--- src/rtl/instr_fetch_unit.sv ---
// rtl/instr_fetch_unit.sv - IF stage: PC, instruction fetch, IF/ID register, branch redirect
// Redirect beats stall; a redirect drops the wrong-path word as a bubble in IF/ID.
module instr_fetch_unit #(
    parameter int                 ADDR_W   = 64,
    parameter logic [ADDR_W-1:0]  RESET_PC = '0,
    parameter int                 CNT_W    = 32
) (
    input  logic              clk,
    input  logic              rst,
    output logic [ADDR_W-1:0] imem_addr,
    input  logic [31:0]       imem_rdata,
    input  logic              stall,
    input  logic              redirect,
    input  logic              redir_uncond,
    input  logic              redir_reg,
    input  logic [ADDR_W-1:0] redir_pc,
    input  logic [25:0]       redir_imm26,
    input  logic [18:0]       redir_imm19,
    input  logic [ADDR_W-1:0] redir_reg_val,
    output logic [31:0]       id_instr,
    output logic [10:0]       id_opcode,
    output logic [ADDR_W-1:0] id_pc,
    output logic [ADDR_W-1:0] id_pc_plus4,
    output logic              id_valid,
    output logic [CNT_W-1:0]  fetch_cnt,
    output logic [CNT_W-1:0]  flush_cnt
);

    logic [ADDR_W-1:0] pcReg;
    logic [ADDR_W-1:0] pcPlus4;
    logic [ADDR_W-1:0] offset26;
    logic [ADDR_W-1:0] offset19;
    logic [ADDR_W-1:0] redirTarget;
    logic [31:0]       idInstrReg;
    logic [ADDR_W-1:0] idPcReg;
    logic [ADDR_W-1:0] idPcPlus4Reg;
    logic              idValidReg;
    logic [CNT_W-1:0]  fetchCntReg;
    logic [CNT_W-1:0]  flushCntReg;

    assign pcPlus4 = pcReg + ADDR_W'(4);

    // Word offsets: sign-extend to full width, then scale by 4 (wraps mod 2^ADDR_W).
    assign offset26 = {{(ADDR_W-26){redir_imm26[25]}}, redir_imm26} << 2;
    assign offset19 = {{(ADDR_W-19){redir_imm19[18]}}, redir_imm19} << 2;

    always_comb begin
        redirTarget = redir_pc + offset19;
        if (redir_reg) begin
            redirTarget = redir_reg_val;
        end else if (redir_uncond) begin
            redirTarget = redir_pc + offset26;
        end
    end

    always_ff @(posedge clk) begin
        if (!rst) begin
            pcReg        <= RESET_PC;
            idInstrReg   <= '0;
            idPcReg      <= '0;
            idPcPlus4Reg <= '0;
            idValidReg   <= 1'b0;
            fetchCntReg  <= '0;
            flushCntReg  <= '0;
        end else if (redirect) begin
            // id_pc/id_pc_plus4 keep their last values; only the valid word is squashed.
            pcReg       <= redirTarget;
            idInstrReg  <= '0;
            idValidReg  <= 1'b0;
            flushCntReg <= flushCntReg + CNT_W'(1);
        end else if (!stall) begin
            pcReg        <= pcPlus4;
            idInstrReg   <= imem_rdata;
            idPcReg      <= pcReg;
            idPcPlus4Reg <= pcPlus4;
            idValidReg   <= 1'b1;
            fetchCntReg  <= fetchCntReg + CNT_W'(1);
        end
    end

    assign imem_addr   = pcReg;
    assign id_instr    = idInstrReg;
    assign id_opcode   = idInstrReg[31:21];
    assign id_pc       = idPcReg;
    assign id_pc_plus4 = idPcPlus4Reg;
    assign id_valid    = idValidReg;
    assign fetch_cnt   = fetchCntReg;
    assign flush_cnt   = flushCntReg;

endmodule

--- config.mk ---
export PLATFORM = sky130hd
export DESIGN_NAME = instr_fetch_unit
export DESIGN_NICKNAME = d
export VERILOG_FILES = /design/src/rtl/instr_fetch_unit.sv
export SDC_FILE = /design/constraint.sdc
export NUM_CORES = 1
export LEC_CHECK = 0
export CORE_MARGIN = 2
export CORE_UTILIZATION = 42
export DETAILED_ROUTE_END_ITERATION = 12
export GPL_TIMING_DRIVEN = 0
export PLACE_DENSITY = 0.82
export SETUP_SLACK_MARGIN = 0.3
export SYNTH_ARGS = -nofsm -noshare
export SYNTH_HDL_FRONTEND = slang
export SYNTH_SLANG_ARGS = --single-unit
--- constraint.sdc ---
create_clock -name clk -period 6.4 [get_ports clk]
set_input_delay 0.96 -clock clk [delete_from_list [all_inputs] [get_ports clk]]
set_output_delay 0.96 -clock clk [all_outputs]
set_load 0.01 [all_outputs]
# Word-level counts from Yosys, hierarchy flattened
# Cells that the tools add are included.
# totals
latch_bits,0
mem_bits_rw,0
output_inout_bits,300
rom_bits,0
register_bits,289
elab_cells,22
n_memories,0
input_bits,211
# op_classes
n_reduce_logical,2
mul,0
muxes,4
div,0
magnitude_cmp,0
addsub,5
eq_ne,1
bitwise_logic,3
shifts,0
# op_table
operator,count
two-way mux 64 bit,4
adder 64 bit,2
adder 32 x 1 -> 32 bit (second input constant),2
adder 64 x 3 -> 64 bit (second input constant),1
inverter 1 bit,3
!= test 2 x 1 -> 1 bit (second input constant),1
AND reduction 2 bit,1
OR reduction 2 bit,1

# Depth between registers and ports, before layout
# Gate-level depths: netlist of the first run.
# logic_depth
ltp_word,4
depth_mapped,16

# Worst setup path before layout of the first run
# Ideal clock, no wire load.
# synth_path
path_type,in2reg
start,in redir_uncond
end,reg pcReg[58] (netlist: imem_addr[58])
path_slack_ns,1.535
required_ns,6.261
arrival_time_ns,4.726
cell_stages,16
path_cell_list,clkbuf_1 -> nand2b_1 -> clkbuf_1 -> nand2_1 -> ha_1 -> clkbuf_1 -> a21oi_1 -> o21bai_1 -> a21oi_1 -> nand2_1 -> a21boi_0 -> o41ai_4 -> a21oi_2 -> a2bb2oi_2 -> mux2i_1 -> o221ai_1
# synth_via
elab_chain_cells,3
# synth_rtl
element,line,source
from (decl),14,"input logic redir_uncond,"
two-way mux 64 bit,51,end else if (redir_uncond) begin
two-way mux 64 bit,49,if (redir_reg) begin
two-way mux 64 bit,65,end else if (redirect) begin
to (signal assigned),67,pcReg <= redirTarget;
to (signal assigned),72,pcReg <= pcPlus4;
to (decl),29,logic [ADDR_W-1:0] pcReg;
# No other way between the ends.
# A chain may end at the register's enable or synchronous reset.

# Worst setup path in the final report of the first run
# layout_path
start,in redir_uncond
end,reg pcReg[61] (netlist: imem_addr[61])
# Same word-level chain as after synthesis.

==> results of run 1 <==
## kinds of logic (layout without fill, tap and decap cells)
family	Yosys count	after routing	share of synthesized area, %
compound gates	502	502	18.8
xor+xnor	211	211	11.0
fa+ha+maj	65	65	4.87
buf+inv	187	749	4.63
flops	287	287	34.1
mux	63	63	3.87
other cells	0	2	0
simple gates	852	852	22.8
## report_power, final
part / internal [mW] / switching [mW] / total (mW) / leakage (nW)
clock: 1.16 / 0.751 / 1.91 / 0.545
combinational: 0.596 / 0.744 / 1.34 / 6.02
sequential: 1.87 / 0.114 / 1.99 / 2.35
total: 3.63 / 1.61 / 5.24 / 8.91
## Yosys cell counts, types with 10 or more instances
master / instances
buf_4: 17
nand3_1: 69
a21o_1: 34
a21oi_1: 188
dfxtp_1: 287
nor2_1: 273
mux2i_1: 45
ha_1: 64
nand4_1: 33
o221ai_1: 15
a211oi_1: 62
a311oi_1: 11
and3_1: 29
clkbuf_1: 120
or3_1: 26
nor3_1: 29
mux2_2: 18
xnor2_1: 89
o21ai_0: 97
xor2_1: 122
buf_1: 14
nand2b_1: 15
and2_1: 10
inv_1: 28
o211ai_1: 26
nand2_1: 314
## worst min-delay path: stages (launching register included)
cell and delay (ns):
dfxtp_1 0.31, nand2_1 0.05, a21oi_1 0.05
## placed cells by master (no fill, tap or decap), drive strengths merged, types with 18 or more instances in the layout
| master | n |
|---|---|
| a211oi | 65 |
| a21o | 34 |
| a21oi | 189 |
| and3 | 30 |
| buf | 37 |
| clkbuf | 161 |
| clkdlybuf4s50 | 506 |
| dfxtp | 287 |
| ha | 64 |
| inv | 30 |
| mux2 | 18 |
| mux2i | 45 |
| nand2 | 315 |
| nand3 | 70 |
| nand4 | 33 |
| nor2 | 276 |
| nor3 | 31 |
| o211ai | 26 |
| o21ai | 101 |
| or3 | 26 |
| xnor2 | 89 |
| xor2 | 122 |
## sequential cells by signal, indices dropped and copies added, names as in the netlist
name	count
fetch_cnt	32
flush_cnt	32
id_instr	32
id_pc	64
id_pc_plus4	62
id_valid	1
imem_addr	64
## area by class of cell
| class | instances | share of cell area (%) |
|---|---|---|
| diodes | 2 | 0.0211 |
| plain buffers | 158 | 2.84 |
| clock buffers | 40 | 3.71 |
| clock inverters | 16 | 0.908 |
| inverters | 29 | 0.459 |
| multi-input cells | 1693 | 43.7 |
| flip-flops and latches | 287 | 24.3 |
| well taps | 525 | 2.77 |
| repair buffers | 506 | 21.4 |
## through the flow
| stage | setup WS (ns) | area [um^2] |
|---|---|---|
| 3_5_place_dp | 0.0465 | 22600 |
| 3_3_place_gp | 0.112 | 22600 |
| 5_1_grt | 0.508 | 23700 |
| 4_1_cts | 0.643 | 23700 |
| 2_1_floorplan | 1.53 | 16900 |
| 6_report | 1.06 | 23700 |
## metal layers
| metal | vias up | part of all wire (%) |
|---|---|---|
| met2 | 853 | 46 |
| met3 | 127 | 7.5 |
| met5 | - | 0 |
| li1 | 8615 | - |
| met1 | 8538 | 43 |
| met4 | 0 | 3.3 |
## path summary, 6_finish.rpt
check	to	slack, ns	depth (start not counted)
min	id_pc[15]$_SDFFE_PN0P_	0.45	2
min reg2reg	id_pc[15]$_SDFFE_PN0P_	0.45	2
max reg2reg	imem_addr[62]$_SDFFE_PN0N_	3.07	11
max	imem_addr[61]$_SDFFE_PN0N_	1.06	15
==> metrics.md, run 1 <==
| Metric | Value |
|---|---|
| LEAKAGE | 8.91 nW |
| Rel. slew slack | 16.6% |
| Root buffer selected by CTS | clkbuf_16 |
| Worst hold start | id_pc[15]$_SDFFE_PN0P_ |
| Die Wd | approximately 200 um |
| Core area | ~40000 um^2 |
| Cell variety after synth | 79 |
| Total routed wirelength | 69.1 mm |
| Peak supply drop | 212 uV |
| Area contributors post-synth | dfxtp_1 (34%), nand2_1 (7.0%), xor2_1 (6.3%), nor2_1 (6.1%), a21oi_1 (5.6%) |
| Post-synthesis sequential area ratio | 34.1% |
| Register area | 5750 um^2 |
| Post-DR wirelength/cell | around 21 um |
| IO buf count | 506 |
| Critical path data required time | 6.85 ns |
| Die area | about 42000 um^2 |
| Clock sink count | around 290 |
| Final net count | around 3.0k |
| Critical Path AT | 5.79 ns |
| Tot Pwr | around 5.2 mW |
| Worst Hold Class | flip-flop to flip-flop |
| Met3 Use GR | 3.86% |
| H-tree levels | 1 |
| RSZ-0062 raised after global routing | no |
| Detail Placement HPWL | between 50 and 60 mm |
| CTS Buf Count | 30 |
| Post-route ant nets | 0 |
| Power per cell area | 221 nW/um^2 |
| Async SR Flop Fraction | 0% |
| Crit path kind | input port to flip-flop |
| Final hold violations | 0 |
| Total negative slack | 0 ns |
| Synth Cell Area | 16900 um^2 |
| Fillers | about 3.5k |
| Top delay family on crit path | simple AND/OR/NAND/NOR gates |
| Critical Path Most Common Cell | clkbuf_1 |
| Share of post-route cells with drive strength above 1 | 4.84% |
| Max-slew violations | 0 |
| # DRC | 0 |
| Area occupied by multi-input gates | between 10000 and 15000 um^2 |
| First-pass GRT wire length | 102 mm |
| Hold Slack | 0.453 ns |
| GPL Wtd Cong | 0.948 |
| Post-CTS Setup Repair Bufs | 0 |
| Clk buf depth | 3 |
| Worst-skew pair later-pin latency | about 0.57 ns |
| CP startpoint | redir_uncond |
| Initial Utilization | around 43% |
| Synthesized Nets | 2443 |
| Num rows | 73 |
| Crit-path max FO | 37 |
| M2 GR Usage | 53.0% |
| Met1 capacity usage during global routing | 42.4% |
| Top_reg_cell synth | dfxtp_1 |
| Initial antenna violation count | 3 |
| Vias in the first global route | 17.1k |
| Post-CTS Resized | 0 |
| I/O pin count | 511 |
| CP peak stage delay | 0.53 ns |
| Cell count after synthesis | 2167 |
| Clock period minus worst slack | between 5 and 6 ns |
| # hold bufs at CTS | 0 |
| Inst Count DP | 3198 |
| Worst r2r src | imem_addr[2]$_SDFFE_PN0N_ |
| Status | finished clean |
| Cells along the critical path | clkbuf_1 > nand2b_1 > clkbuf_1 > nand2_2 > ha_1 > clkbuf_1 > and3_1 > nand4_1 > nor4_1 > o2111ai_1 > a21oi_1 > a31oi_1 > nand2b_1 > a31oi_1 > o21ai_0 |
| Synthesis-to-layout area growth | 40.5% |
| Via Count | 18.1k |
| Synthesized flop and latch total | 287 |
| Synth top area share | 34.1% |
| Final Core Density | 59.8% |
| Post-route insts no fill | between 3k and 4k |
| Yosys warns | 0 |
| DR iter-0 viols | between 1.5k and 2k |
| Largest net degree at the start of global routing | 38 |
| Number of flops mapped to enable cells by yosys | 0 |
| Max-Cap Viols | 0 |
| Clock transition at path regs | about 0.06 ns |
| Synth Area per Inst | 7.78 um^2 |
| GRT overflow | 0 |
| CTS tree | yes |
| Vias/cell | 5.57 |
| Gr usage total | 31.6% |
| Final critical-path share of the clock period | 83.4% |
| Synth area leader | dfxtp_1 |
| # setup viols final | 0 |
| Bufs and invs on worst path | 3 |
| Final Skew | 0.0141 ns |
| Startpoint type of the worst setup path | input port |
| Die Y | roughly 200 um |
| TritonRoute pass-1 iters | 5 |
| F_max | 187 MHz |
| Worst-margin pin slew | roughly 1.3 ns |
| Crit path capture type | flip-flop |
| Crit-path slowest cell | nand2_2 |
| Busiest grt layer | met2 |
(Power assumes the default switching activity.)
==> run 2: changes to the inputs <==
- PLACE_DENSITY: 0.82 -> 0.85
- clock period: 6.4 -> 4.91 ns (I/O delays scaled with it)
==> metrics.md, run 2 (same netlist as run 1, synthesis figures left out) <==
| Metric | Value |
|---|---|
| RSZ-0062 raised after global routing | no |
| LEAKAGE | 8.90 nW (about the same) |
| Vias/cell | 5.64 (+1.2%) |
| CTS Buf Count | 31 (+3.3%) |
| Gr usage total | 32.5% (+0.86 points) |
| Die Y | 204 um (unchanged) |
| Crit-path slowest cell | nor4b_2 |
| GPL Wtd Cong | 0.961 (+1.4%) |
| Startpoint type of the worst setup path | input port |
| Final Skew | 0.0167 ns (+0.00266 ns) |
| GRT overflow | 0 (unchanged) |
| Commonest non-fill, non-tap cell in the layout | clkdlybuf4s50_1 |
| Synthesis-to-layout area growth | 40.5% (about the same) |
| Crit path kind | input port to flip-flop |
| Final net count | 2984 (+0.10%) |
| First-pass GRT wire length | 105 mm (+3.2%) |
| Post-route ant nets | 0 (unchanged) |
| R2R Setup Slk | 1.52 ns (-1.55 ns) |
| DR iter-0 viols | 1513 (-6.7%) |
| CP endpoint | imem_addr[58]$_SDFFE_PN0N_ |
| Reg2reg path depth | 12 (+1) |
| Post-DR wirelength/cell | 21.6 um (+1.8%) |
| Clock sink count | 287 (unchanged) |
| Initial antenna violation count | 3 (unchanged) |
| Worst-margin pin slew | 1.04 ns (-0.206 ns) |
| Rel. slew slack | 30.4% (+14 points) |
| Worst-skew pair later-pin latency | 0.57 ns (about the same) |
| Worst r2r src | imem_addr[4]$_SDFFE_PN0N_ |
| Worst Hold Class | flip-flop to flip-flop |
| Clk buf depth | 3 (unchanged) |
| Die area | 41800 um^2 (unchanged) |
| Final critical-path share of the clock period | 90.8% |
| Peak supply drop | 262 uV (+24%) |
| Most frequent cells in the layout | clkdlybuf4s50_1 (506), nand2_1 (313), dfxtp_1 (287) |
| Clock transition at path regs | 0.06 ns (about the same) |
| Status | finished clean |
| FF-to-FF End | imem_addr[61]$_SDFFE_PN0N_ |
| # setup viols final | 0 (unchanged) |
| Max-slew violations | 0 (unchanged) |
| Cells along the critical path | clkdlybuf4s50_1 > mux2_2 > ha_1 > fa_1 > a21oi_1 > o22ai_1 > nor4b_2 > o41ai_2 > a211oi_2 > o41ai_4 > a21oi_2 > a2bb2oi_2 > mux2i_1 > o221ai_1 |
| Die Wd | 204 um (unchanged) |
| Crit path capture type | flip-flop |
| Largest net degree at the start of global routing | 38 (unchanged) |
| Top delay family on crit path | compound AO/OA/AOI/OAI gates |
| Final hold violations | 0 (unchanged) |
| Root buffer selected by CTS | clkbuf_16 |
| Post-route insts no fill | 3259 (+0.092%) |
| Critical Path AT | 4.87 ns (-0.92 ns) |
| I/O pin count | 511 (unchanged) |
| Total negative slack | 0 ns (unchanged) |
| Detail Placement HPWL | 56.6 mm (+1.4%) |
| Share of post-route cells with drive strength above 1 | 4.98% (+0.14 points) |
| # DRC | 0 (unchanged) |
| Cell count along the critical path | 14 (-1) |
| Inst Count DP | 3198 (unchanged) |
| Num rows | 73 (unchanged) |
| F_max | 224 MHz |
| CTS tree | yes |
| Initial Utilization | 42.5% (unchanged) |
| Crit-path max FO | 6 (-84%) |
| # hold bufs at CTS | 0 (unchanged) |
| CP startpoint | redir_imm26[0] |
| Bufs and invs on worst path | 1 (-2) |
| CP peak stage delay | 0.50 ns (-0.03 ns) |
| Total routed wirelength | 70.4 mm (+1.9%) |
| Core area | 39600 um^2 (unchanged) |
| Clock period minus worst slack | ~4.5 ns |
| Max-Cap Viols | 0 (unchanged) |
| TritonRoute pass-1 iters | 5 (unchanged) |
| Vias in the first global route | 17.6k (+2.9%) |
| Critical path data required time | 5.32 ns (-1.53 ns) |
| IO buf count | 506 (unchanged) |
| Power per cell area | 286 nW/um^2 (+29%) |
| Via Count | 18.4k (+1.3%) |
| H-tree levels | 1 (unchanged) |
## run 2: changes by cell type in the layout (fill, tap and decap cells not counted), moves of 2 or more
cell,before,now
clkbuf_1,122,120
diode_2,2,4
clkinv_2,8,3
clkbuf_2,1,5
bufinv_16,5,3
buf_4,17,19
## run 2: metal layers
| layer | share of wire, % | global-route usage [%] |
|---|---|---|
| met4 | 3.7 | 11.7 |
| met3 | 8.7 | 6.17 |
| met5 | 0 | 0 |
| met1 | 41 | 42.0 |
| met2 | 46 | 53.9 |
## run 2: worst register-to-register path: stages, from the launching register on
cell and delay, ns:
dfxtp_1 0.32, clkbuf_1 0.39, nand3_1 0.16, and4bb_1 0.45, nor3b_2 0.33, and3_1 0.22, buf_6 0.14, nand3_1 0.17
nor4_2 0.41, mux2i_1 0.24, nor2_1 0.06, a311oi_1 0.24, o21ai_0 0.12
## run 2: area by class of cell
| type | count | area [um^2] |
|---|---|---|
| Clock buffer | 43 | 901 |
| Tap cell | 525 | 657 |
| Buffer | 158 | 677 |
| Antenna cell | 4 | 10.0 |
| Timing Repair Buffer | 508 | 5080 |
| Sequential cell | 287 | 5750 |
| Clock inverter | 12 | 155 |
| Fill cell | 3594 | 15900 |
| Inverter | 29 | 109 |
| Multi-Input combinational cell | 1693 | 10400 |
## run 2: power breakdown
group	internal [mW]	total [mW]	switching [mW]	leakage, nW
Sequential	2.44	2.60	0.154	2.35
Combinational	0.784	1.77	0.983	6.04
Clock	1.44	2.42	0.989	0.516
## run 2: worst min-delay path by stage
| stage | slack, ns | end | cells past startpoint | from |
|---|---|---|---|---|
| finish | 0.45 | id_pc[53]$_SDFFE_PN0P_ | 2 | id_pc[53]$_SDFFE_PN0P_ |
| global route | 0.47 | id_pc[27]$_SDFFE_PN0P_ | 2 | id_pc[27]$_SDFFE_PN0P_ |
| CTS | 0.46 | id_pc[39]$_SDFFE_PN0P_ | 2 | id_pc[39]$_SDFFE_PN0P_ |
| detailed placement | 0.45 | id_pc[50]$_SDFFE_PN0P_ | 2 | id_pc[50]$_SDFFE_PN0P_ |
| global placement | 0.44 | id_pc[2]$_SDFFE_PN0P_ | 2 | id_pc[2]$_SDFFE_PN0P_ |
| floorplan | 0.45 | id_pc[0]$_SDFFE_PN0P_ | 2 | imem_addr[0]$_SDFFE_PN0P_ |
## run 2: timing repair
| action | CTS | global route |
|---|---|---|
| cloned | 0 | 0 |
| setup endpoints to repair | 6 | 14 |
| pin swaps | 0 | 1 |
| gates resized for setup | 3 | 7 |
| setup buffers | 0 | 2 |
## run 2: through the flow
step / worst slack, ns / hold slack (ns) / instance area [um^2] / utilization [%] / power (mW)
after floorplan: 0.619 / 0.445 / 16900 / - / 3.55
after global placement: -0.497 / 0.443 / 22600 / 57.0 / 4.33
after detailed placement: -0.573 / 0.447 / 22600 / 57.0 / 4.36
after CTS: 0.389 / 0.456 / 23700 / 59.7 / 6.75
after global routing: 0.329 / 0.469 / 23700 / 59.8 / 7.04
final: 0.454 / 0.453 / 23700 / 59.8 / 6.79
